## src/rtl/idli_pkg.sv

```systemverilog
// Shared types and constants for the idli core's SQI memory arbiter.
package idli_pkg;

  // One nibble on the SQI bus.
  typedef logic [3:0] sqi_data_t;

  // Access sequencer states.
  typedef logic [2:0] arb_state_t;
  localparam arb_state_t IDLE  = 3'd0;
  localparam arb_state_t CMD   = 3'd1;
  localparam arb_state_t ADDR  = 3'd2;
  localparam arb_state_t DUMMY = 3'd3;
  localparam arb_state_t DATA  = 3'd4;
  localparam arb_state_t DESEL = 3'd5;

  // SQI opcodes.
  localparam logic [7:0] SQI_CMD_READ  = 8'h03;
  localparam logic [7:0] SQI_CMD_WRITE = 8'h02;

  // Requester identities: fetch on port 0, load/store on port 1.
  typedef enum logic {
    ARB_FETCH = 1'b0,
    ARB_LSU   = 1'b1
  } arb_req_id_t;

endpackage

```

## src/rtl/idli_rr_arb_m.sv

```systemverilog
// Two-input round-robin arbiter. The winner of each granted cycle is
// remembered so that a later tie goes to the other requester.
module idli_rr_arb_m
  import idli_pkg::*;
(
  input  logic       clock,
  input  logic       reset,
  input  logic [1:0] req,
  input  logic       upd,
  output logic [1:0] gnt
);

  arb_req_id_t last_q;
  arb_req_id_t gnt_id;

  // A lone requester wins; on a tie, whoever did not win last time wins.
  always_comb begin
    gnt    = 2'b00;
    gnt_id = ARB_FETCH;
    case (req)
      2'b01: begin
        gnt    = 2'b01;
        gnt_id = ARB_FETCH;
      end
      2'b10: begin
        gnt    = 2'b10;
        gnt_id = ARB_LSU;
      end
      2'b11: begin
        if (last_q == ARB_FETCH) begin
          gnt    = 2'b10;
          gnt_id = ARB_LSU;
        end else begin
          gnt    = 2'b01;
          gnt_id = ARB_FETCH;
        end
      end
      default: begin
        gnt    = 2'b00;
        gnt_id = ARB_FETCH;
      end
    endcase
  end

  // Record the winner; reset marks LSU as last so fetch wins the first tie.
  always_ff @(posedge clock) begin
    if (reset) begin
      last_q <= ARB_LSU;
    end else if (upd && (req != 2'b00)) begin
      last_q <= gnt_id;
    end
  end

endmodule

```

## src/rtl/idli_sqi_arb_m.sv

```systemverilog
// Shares one SQI serial memory between instruction fetch and load/store.
// Each granted access runs CMD -> ADDR -> (DUMMY) -> DATA -> DESEL.
module idli_sqi_arb_m
  import idli_pkg::*;
#(
  parameter int ADDR_NIBBLES  = 6,
  parameter int DUMMY_NIBBLES = 2,
  parameter int WORD_NIBBLES  = 4
) (
  input  logic             i_arb_gck,
  input  logic             i_arb_rst,
  input  logic [1:0]       i_arb_req,
  input  logic [1:0]       i_arb_wr,
  input  logic [1:0][15:0] i_arb_addr,
  input  sqi_data_t [1:0]  i_arb_wr_data,
  output logic [1:0]       o_arb_gnt,
  output logic [3:0]       o_arb_rd_data,
  output logic             o_arb_rd_vld,
  output logic             o_arb_wr_acp,
  output logic             o_arb_done,
  output logic             o_arb_cs,
  output logic [3:0]       o_arb_sio,
  output logic             o_arb_sio_oe,
  input  logic [3:0]       i_arb_sio
);

  localparam int ADDR_BITS = 4 * ADDR_NIBBLES;
  localparam int SH_W      = 8 + ADDR_BITS;

  // Counter reload values: each phase counts down to zero.
  localparam logic [7:0] CMD_LAST   = 8'd1;
  localparam logic [7:0] ADDR_LAST  = 8'(ADDR_NIBBLES - 1);
  localparam logic [7:0] DUMMY_LAST = 8'(DUMMY_NIBBLES - 1);
  localparam logic [7:0] WORD_LAST  = 8'(WORD_NIBBLES - 1);

  arb_state_t      state_q;
  logic [7:0]      cnt_q;
  logic [1:0]      gnt_q;
  logic            wr_q;
  logic [SH_W-1:0] shift_q;

  logic            in_idle;
  logic            last_cnt;
  logic [1:0]      rr_req;
  logic [1:0]      rr_gnt;
  logic [15:0]     sel_addr;
  logic            sel_wr;
  logic            rd_sample;

  assign in_idle   = (state_q == IDLE);
  assign last_cnt  = (cnt_q == 8'd0);
  assign rr_req    = in_idle ? i_arb_req : 2'b00;
  assign sel_addr  = rr_gnt[1] ? i_arb_addr[1] : i_arb_addr[0];
  assign sel_wr    = rr_gnt[1] ? i_arb_wr[1] : i_arb_wr[0];
  assign rd_sample = (state_q == DATA) && !wr_q;
  assign o_arb_gnt = gnt_q;

  idli_rr_arb_m u_rr_arb (
    .clock (i_arb_gck),
    .reset (i_arb_rst),
    .req   (rr_req),
    .upd   (in_idle),
    .gnt   (rr_gnt)
  );

  // Sequencer: latch the winner's request at grant, then walk the phases.
  always_ff @(posedge i_arb_gck) begin
    if (i_arb_rst) begin
      state_q <= IDLE;
      cnt_q   <= 8'd0;
      gnt_q   <= 2'b00;
      wr_q    <= 1'b0;
      shift_q <= '0;
    end else begin
      case (state_q)
        IDLE: begin
          if (rr_gnt != 2'b00) begin
            state_q <= CMD;
            cnt_q   <= CMD_LAST;
            gnt_q   <= rr_gnt;
            wr_q    <= sel_wr;
            shift_q <= {(sel_wr ? SQI_CMD_WRITE : SQI_CMD_READ), ADDR_BITS'(sel_addr)};
          end
        end
        CMD: begin
          shift_q <= {shift_q[SH_W-5:0], 4'h0};
          if (last_cnt) begin
            state_q <= ADDR;
            cnt_q   <= ADDR_LAST;
          end else begin
            cnt_q <= cnt_q - 8'd1;
          end
        end
        ADDR: begin
          shift_q <= {shift_q[SH_W-5:0], 4'h0};
          if (last_cnt) begin
            state_q <= wr_q ? DATA : DUMMY;
            cnt_q   <= wr_q ? WORD_LAST : DUMMY_LAST;
          end else begin
            cnt_q <= cnt_q - 8'd1;
          end
        end
        DUMMY: begin
          if (last_cnt) begin
            state_q <= DATA;
            cnt_q   <= WORD_LAST;
          end else begin
            cnt_q <= cnt_q - 8'd1;
          end
        end
        DATA: begin
          if (last_cnt) begin
            state_q <= DESEL;
            cnt_q   <= 8'd0;
          end else begin
            cnt_q <= cnt_q - 8'd1;
          end
        end
        DESEL: begin
          state_q <= IDLE;
          gnt_q   <= 2'b00;
        end
        default: begin
          state_q <= IDLE;
          gnt_q   <= 2'b00;
        end
      endcase
    end
  end

  // Read nibbles are registered, so each one appears the cycle after DATA.
  always_ff @(posedge i_arb_gck) begin
    if (i_arb_rst) begin
      o_arb_rd_data <= 4'h0;
      o_arb_rd_vld  <= 1'b0;
    end else begin
      o_arb_rd_vld <= rd_sample;
      if (rd_sample) begin
        o_arb_rd_data <= i_arb_sio;
      end
    end
  end

  // Pad-side controls decoded from the current phase.
  always_comb begin
    o_arb_cs     = 1'b1;
    o_arb_sio_oe = 1'b0;
    o_arb_sio    = 4'h0;
    o_arb_wr_acp = 1'b0;
    o_arb_done   = 1'b0;
    case (state_q)
      CMD, ADDR: begin
        o_arb_cs     = 1'b0;
        o_arb_sio_oe = 1'b1;
        o_arb_sio    = shift_q[SH_W-1 -: 4];
      end
      DUMMY: begin
        o_arb_cs = 1'b0;
      end
      DATA: begin
        o_arb_cs = 1'b0;
        if (wr_q) begin
          o_arb_sio_oe = 1'b1;
          o_arb_sio    = i_arb_wr_data[gnt_q[1]];
          o_arb_wr_acp = 1'b1;
        end
      end
      DESEL: begin
        o_arb_done = 1'b1;
      end
      default: begin
        o_arb_cs = 1'b1;
      end
    endcase
  end

endmodule

```

## config.mk

```make
export PLATFORM = sky130hd
export DESIGN_NAME = idli_sqi_arb_m
export DESIGN_NICKNAME = d
export VERILOG_FILES = /design/src/rtl/idli_pkg.sv /design/src/rtl/idli_rr_arb_m.sv /design/src/rtl/idli_sqi_arb_m.sv
export SDC_FILE = /design/constraint.sdc
export NUM_CORES = 1
export LEC_CHECK = 0
export ABC_AREA = 1
export CELL_PAD_IN_SITES_DETAIL_PLACEMENT = 0
export CELL_PAD_IN_SITES_GLOBAL_PLACEMENT = 2
export CORE_ASPECT_RATIO = 1.25
export CORE_MARGIN = 4
export CORE_UTILIZATION = 28
export DETAILED_ROUTE_END_ITERATION = 10
export GPL_ROUTABILITY_DRIVEN = 0
export PLACE_DENSITY_LB_ADDON = 0.05
export SETUP_SLACK_MARGIN = 0.02
export SYNTH_ARGS = -nofsm -noshare
export SYNTH_HDL_FRONTEND = slang
export SYNTH_SLANG_ARGS = --single-unit
```

## constraint.sdc

```tcl
create_clock -name i_arb_gck -period 3.5 [get_ports i_arb_gck]
set_input_delay 0.525 -clock i_arb_gck [delete_from_list [all_inputs] [get_ports i_arb_gck]]
set_output_delay 0.525 -clock i_arb_gck [all_outputs]
set_load 0.05 [all_outputs]
```

# [After elaboration in Yosys (flattened, before gate mapping)]
# Cells that the tools add are included.
[op_classes] n_addsub=1 magnitude_cmp=1 eq_ne=13 mux=35 bitwise_logic=1 reduce_logical=16
[ops] cell="case mux 32 bit (2 select lines)" count=1
[ops] cell="2-to-1 mux 8 bit" count=5
[ops] cell="case mux 8 bit (5 select lines)" count=1
[ops] cell="2-to-1 mux 32 bit" count=1
[ops] cell="2-to-1 mux 3 bit" count=6
[ops] cell="2-to-1 mux 16 bit" count=1
[ops] cell="case mux 3 bit (5 select lines)" count=1
[ops] cell="2-to-1 mux 4 bit" count=3
[ops] cell="zero test 8 bit" count=1
[ops] cell="2-to-1 mux 2 bit" count=4
[ops] cell="!= test 2 bit, second input constant" count=4
[ops] cell="case mux 4 bit (2 select lines)" count=1
[ops] cell="AND reduction 2 bit" count=4
[ops] cell="subtractor 8 x 1 -> 8 bit, second input constant" count=1
[ops] cell="2-to-1 mux 1 bit" count=7
[ops] cell="== test 3 x 2 -> 1 bit, second input constant" count=2
[ops] cell="== test 3 bit, second input constant" count=2
[ops] cell="case mux 2 bit (3 select lines)" count=1
[ops] cell="nonzero test 2 bit" count=3
[ops] cell="AND reduction 5 bit" count=1
[ops] cell="nonzero test 5 bit" count=1
[ops] cell="== test 2 bit, second input constant" count=2
[ops] cell="case mux 1 bit (2 select lines)" count=2
[ops] cell="case mux 2 bit (2 select lines)" count=1
[ops] cell="10 further kinds" count=11
[totals] register_bits=52 input_bits=50 out_inout_bits=15 word_cells=75

# [Longest topological paths before layout]
[logic_depth] depth_word=8 depth_mapped=11 depth_no_buf=11

# [Hierarchy]
# A second synthesis with hierarchy kept.
[hier_totals] hier_cells=417 hier_area_um2=2718.9
[modules_own_cells] module="idli_sqi_arb_m" instances=1 cells_each=408 area_each_um2=2658.8 seq_area_each_um2=1021.0
[modules_own_cells] module="idli_rr_arb_m" instances=1 cells_each=9 area_each_um2=60.1 seq_area_each_um2=20.0

# [Worst setup path before layout]
# No wires, ideal clock.
[synth_timing] path_kind="reg2out" start="register state_q[0]" end="output port o_arb_sio[0]" t_arrival_ns=2.737 t_required_ns=2.975 slack_ns=0.238 path_stages_with_launch=6 path_buffers=0 path_cell_list="dfxtp_1 nor2_4 nand2_1 nor2_1 inv_1 o31ai_1"
[synth_via] elab_chain_len=3 word_cells_on_any_way=5 cone_classes="eq/ne (3); mux (1); reduce/logical (1)"
[synth_lines] element="start: declaration" line_no="idli_sqi_arb_m.sv:36" source="arb_state_t state_q;"
[synth_lines] element="start signal: assignment" line_no="idli_sqi_arb_m.sv:97" source="state_q <= wr_q ? DATA : DUMMY;"
[synth_lines] element="== test 3 x 1 -> 1 bit or == test 3 x 2 -> 1 bit (tied branches)" line_no="idli_sqi_arb_m.sv:151" source="case (state_q)"
[synth_lines] element="OR reduction 2 bit (no source line)"
[synth_lines] element="case mux 4 bit (2 select lines) (*)" line_no="idli_sqi_arb_m.sv:151"
[synth_lines] element="end: declaration" line_no="idli_sqi_arb_m.sv:22" source="output logic [3:0] o_arb_sio,"
# Mark *: on every way between the ends. The rest lies on a longest branch, timed or not.

# [Worst setup path in the final report]
[layout_timing] start="register state_q[1]" end="output port o_arb_sio[3]"
# The elaborated chain is that of the path after synthesis.

==> flow_metrics.py <==
metrics = {
    "sta": {
        "fin_crit_ps": 2860,
        "drv_slew": 0,
        "setup_tns_ps": 0,
        "worst_pin_slew_ps": 699,
        "max-slew-margin-rel_pct": 53.3,
        "fin_crit_sh_pct": 81.8,
        "hold_violations": 0,
        "fmax_mhz": 349,
        "worst_clock_skew_ps": 2.68,
        "layout_setup_ws_ps": 638,
        "setup_viol": 0,
        "rsz0062_at_grt": "no",
    },
    "final_layout": {
        "multi_input_area_um2": 1310,
        "n_antenna_cell": 0,
        "seqCellArea_um2": 1040,
        "drive_above_1_share_pct": 6.54,
        "nets": 510,
        "fill_cells": 1016,
        "area_growth_pct": 35.6,
    },
    "place": {
        "dp_hpwl_um": 5390,
        "dp_slack_ps": 865,
        "port_buffers": 64,
    },
    "clock_tree": {
        "cts_buffer_depth": 2,
        "cts_tree": "yes",
        "clock_latency_ps": 290,
        "cts_max_level": 2,
        "path_clk_slew_ps": 70,
        "cts.sinks": 52,
        "ctsResizeCount": 0,
        "cts_made_buffers": 5,
        "hold_buffers": 0,
        "postCtsSetupBuffers": 0,
        "cts-root-buf": "clkbuf_16",
    },
    "worst_hold_path": {
        "min_to": "shift_q[21]",
        "hp-class": "reg -> reg",
        "min_path_cells": 2,
        "min-delay-start": "shift_q[21]",
    },
    "worst_setup_path": {
        "crit_arrival_ps": 2340,
        "reg2reg_depth": 7,
        "crit_chain": "inv_2 > nor2_2 > nand2_1 > nand2_4 > nand2_1 > o31ai_1 > clkdlybuf4s50_1",
        "path_buf_inv": 2,
        "crit_top_cell": "nand2_1",
        "crit_type": "reg -> out",
        "path_delay_family": "buffers and inverters",
        "worstReg2RegEnd": "shift_q[10]",
        "slowest_delay_ps": 850,
        "r2r_start": "state_q[2]",
        "crit_slowest_cell": "clkdlybuf4s50_1",
        "crit_fanout": 28,
        "crit_path_end_kind": "primary output",
        "critPathLaunchType": "flip-flop",
        "worst-r2r-setup-slack_ps": 1640,
        "crit_required_ps": 2970,
    },
    "floorplan": {
        "die_h_um": 116,
        "fp.dieArea_um2": 10900,
        "die_x_um": 94.3,
        "placementRows": 39,
        "initial_utilization_pct": 28.5,
        "core_um2": 9130,
        "io_pins": 65,
    },
    "global_routing": {
        "antenna_found_initial": 0,
        "grt_use_total_pct": 13.8,
        "grt_pass1_wl_um": 12000,
        "grt-ovfl-total": 0,
        "grt_max_degree": 29,
        "grt_pass1_vias": 2439,
    },
    "routing": {
        "vias": 2584,
        "drt_iter0_markers": 84,
        "dr.pass1.iters": 4,
        "drc_errors": 0,
        "vias_per_cell": 4.44,
        "avgRoutedWirePerCell_um": 12.6,
        "drt_wl_total_um": 7350,
        "drtAntennaViolNets": 0,
    },
    "yosys": {
        "ys_seq_elements": 52,
        "yosysWarnings": 0,
        "ys_types": 25,
        "synth_area_um2": 2600,
        "synthCells": 397,
        "avgSynthCellArea_um2": 6.56,
        "yosysSeqAreaShare_pct": 40.0,
        "syn-num-nets": 449,
    },
    "flow_run": {
        "cap_violations": 0,
    },
    "pwr": {
        "finalPower_mw": 2.82,
        "p_leak_nw": 1.50,
        "irDropWorstVdd_uv": 399,
        "p_per_area_nw_per_um2": 799,
    },
    "outcome": {
        "outcome": "finished, final reports clean",
    },
}
==> per-stage QoR <==
stage                     instances  cell area [um^2]  hold slack (ps)  utilization, %
after floorplan                 397              2610              434               -
after global placement          574              3360              449            36.8
after detailed placement        574              3360              451            36.8
after CTS                       582              3530              462            38.7
after global routing            582              3530              480            38.7
final                           582              3530              457            38.7
==> routing by layer <==
metal / share of wire [%] / up-vias / global-route usage (%) / wire [um]
met2: 50 / 30 / 23.1 / 3650
met5: 0 / - / 0 / 0
met4: 1.1 / 0 / 4.14 / 81
met1: 46 / 1164 / 17.8 / 3360
li1: - / 1384 / - / -
met3: 3.5 / 6 / 3.12 / 257
==> Yosys cell counts (all sizes together) <==
| master | n | area share (%) |
|---|---|---|
| nand2 | 127 | 19 |
| a21oi | 60 | 12 |
| dfxtp | 52 | 40 |
| inv | 52 | 7.5 |
| nor2 | 34 | 6.1 |
| nand3 | 24 | 5.2 |
| o21ai | 15 | 3.0 |
| buf | 7 | 1.5 |
| or2 | 6 | 1.4 |
| clkbuf | 5 | 0.72 |
| nand4 | 4 | 0.96 |
| o31ai | 4 | 1.2 |
| nor3 | 3 | 0.58 |
| ha | 2 | 0.96 |
| o211ai | 1 | 0.29 |
| xor2 | 1 | 0.34 |
==> registers in the layout, indices dropped and copies added (netlist names) <==
signal / flops
shift_q: 32
cnt_q: 8
o_arb_rd_data: 4
state_q: 3
o_arb_gnt: 2
o_arb_rd_vld: 1
u_rr_arb.last_q: 1
wr_q: 1
==> how the worst max path moves through the flow <==
stage                     start      endpoint  slack (ps)  cells past startpoint
3_3_place_gp   i_arb_wr_data[7]  o_arb_sio[3]         880                      4
5_1_grt              state_q[1]  o_arb_sio[3]         440                      7
6_report             state_q[1]  o_arb_sio[3]         640                      7
2_1_floorplan        state_q[0]  o_arb_sio[0]         240                      5
3_5_place_dp   i_arb_wr_data[7]  o_arb_sio[3]         860                      4
4_1_cts              state_q[1]  o_arb_sio[3]         590                      7
==> tightest hold or removal path, delay by kind of cell (launching register included) <==
family / cells / cell delay (ps)
DFF: 1 / 310
AOI/OAI and AO/OA: 1 / 50
and+or+nand+nor: 1 / 60
==> power by group <==
part	internal, mW	leakage (nW)	switching (mW)
registers	0.750	0.426	0.0944
logic	0.472	0.985	0.931
clock network	0.358	0.0871	0.218
total	1.58	1.50	1.24
==> cells in the final DEF, fill, tap and decap left out, types with 2 or more instances in the layout <==
master           Yosys  final
nand2_1            125    125
clkdlybuf4s50_1      0     64
a21oi_1             60     60
dfxtp_1             52     52
inv_1               49     49
nor2_1              29     29
nand3_1             21     21
o21ai_0             10     10
or2_2                6      6
clkbuf_16            0      5
nor2_4               4      4
o31ai_1              4      4
o21ai_1              4      4
nand4_1              4      4
inv_2                3      3
nand3_2              3      3
nor3_1               3      3
ha_1                 2      2
buf_4                2      2
==> kinds of logic (layout without fill, tap and decap cells) <==
kind of cell,Yosys count,after routing,synth area share [%]
and+or+nand+nor,198,198,33.0
AOI/OAI and AO/OA,80,80,16.0
buffers and inverters,64,126,9.75
DFF,52,52,40.0
adders and majority gates,2,2,0.960
xor gates and xnor gates,1,1,0.336
==> cell type report <==
| type | count | area share [%] |
|---|---|---|
| flip-flops and latches | 52 | 29.5 |
| repair buffers | 66 | 18.6 |
| multi-input cells | 281 | 37.1 |
| clock inverters | 2 | 1.10 |
| inverters | 52 | 5.52 |
| clock buffers | 6 | 3.93 |
| well taps | 123 | 4.36 |
Power figures use the tool's default switching activity.
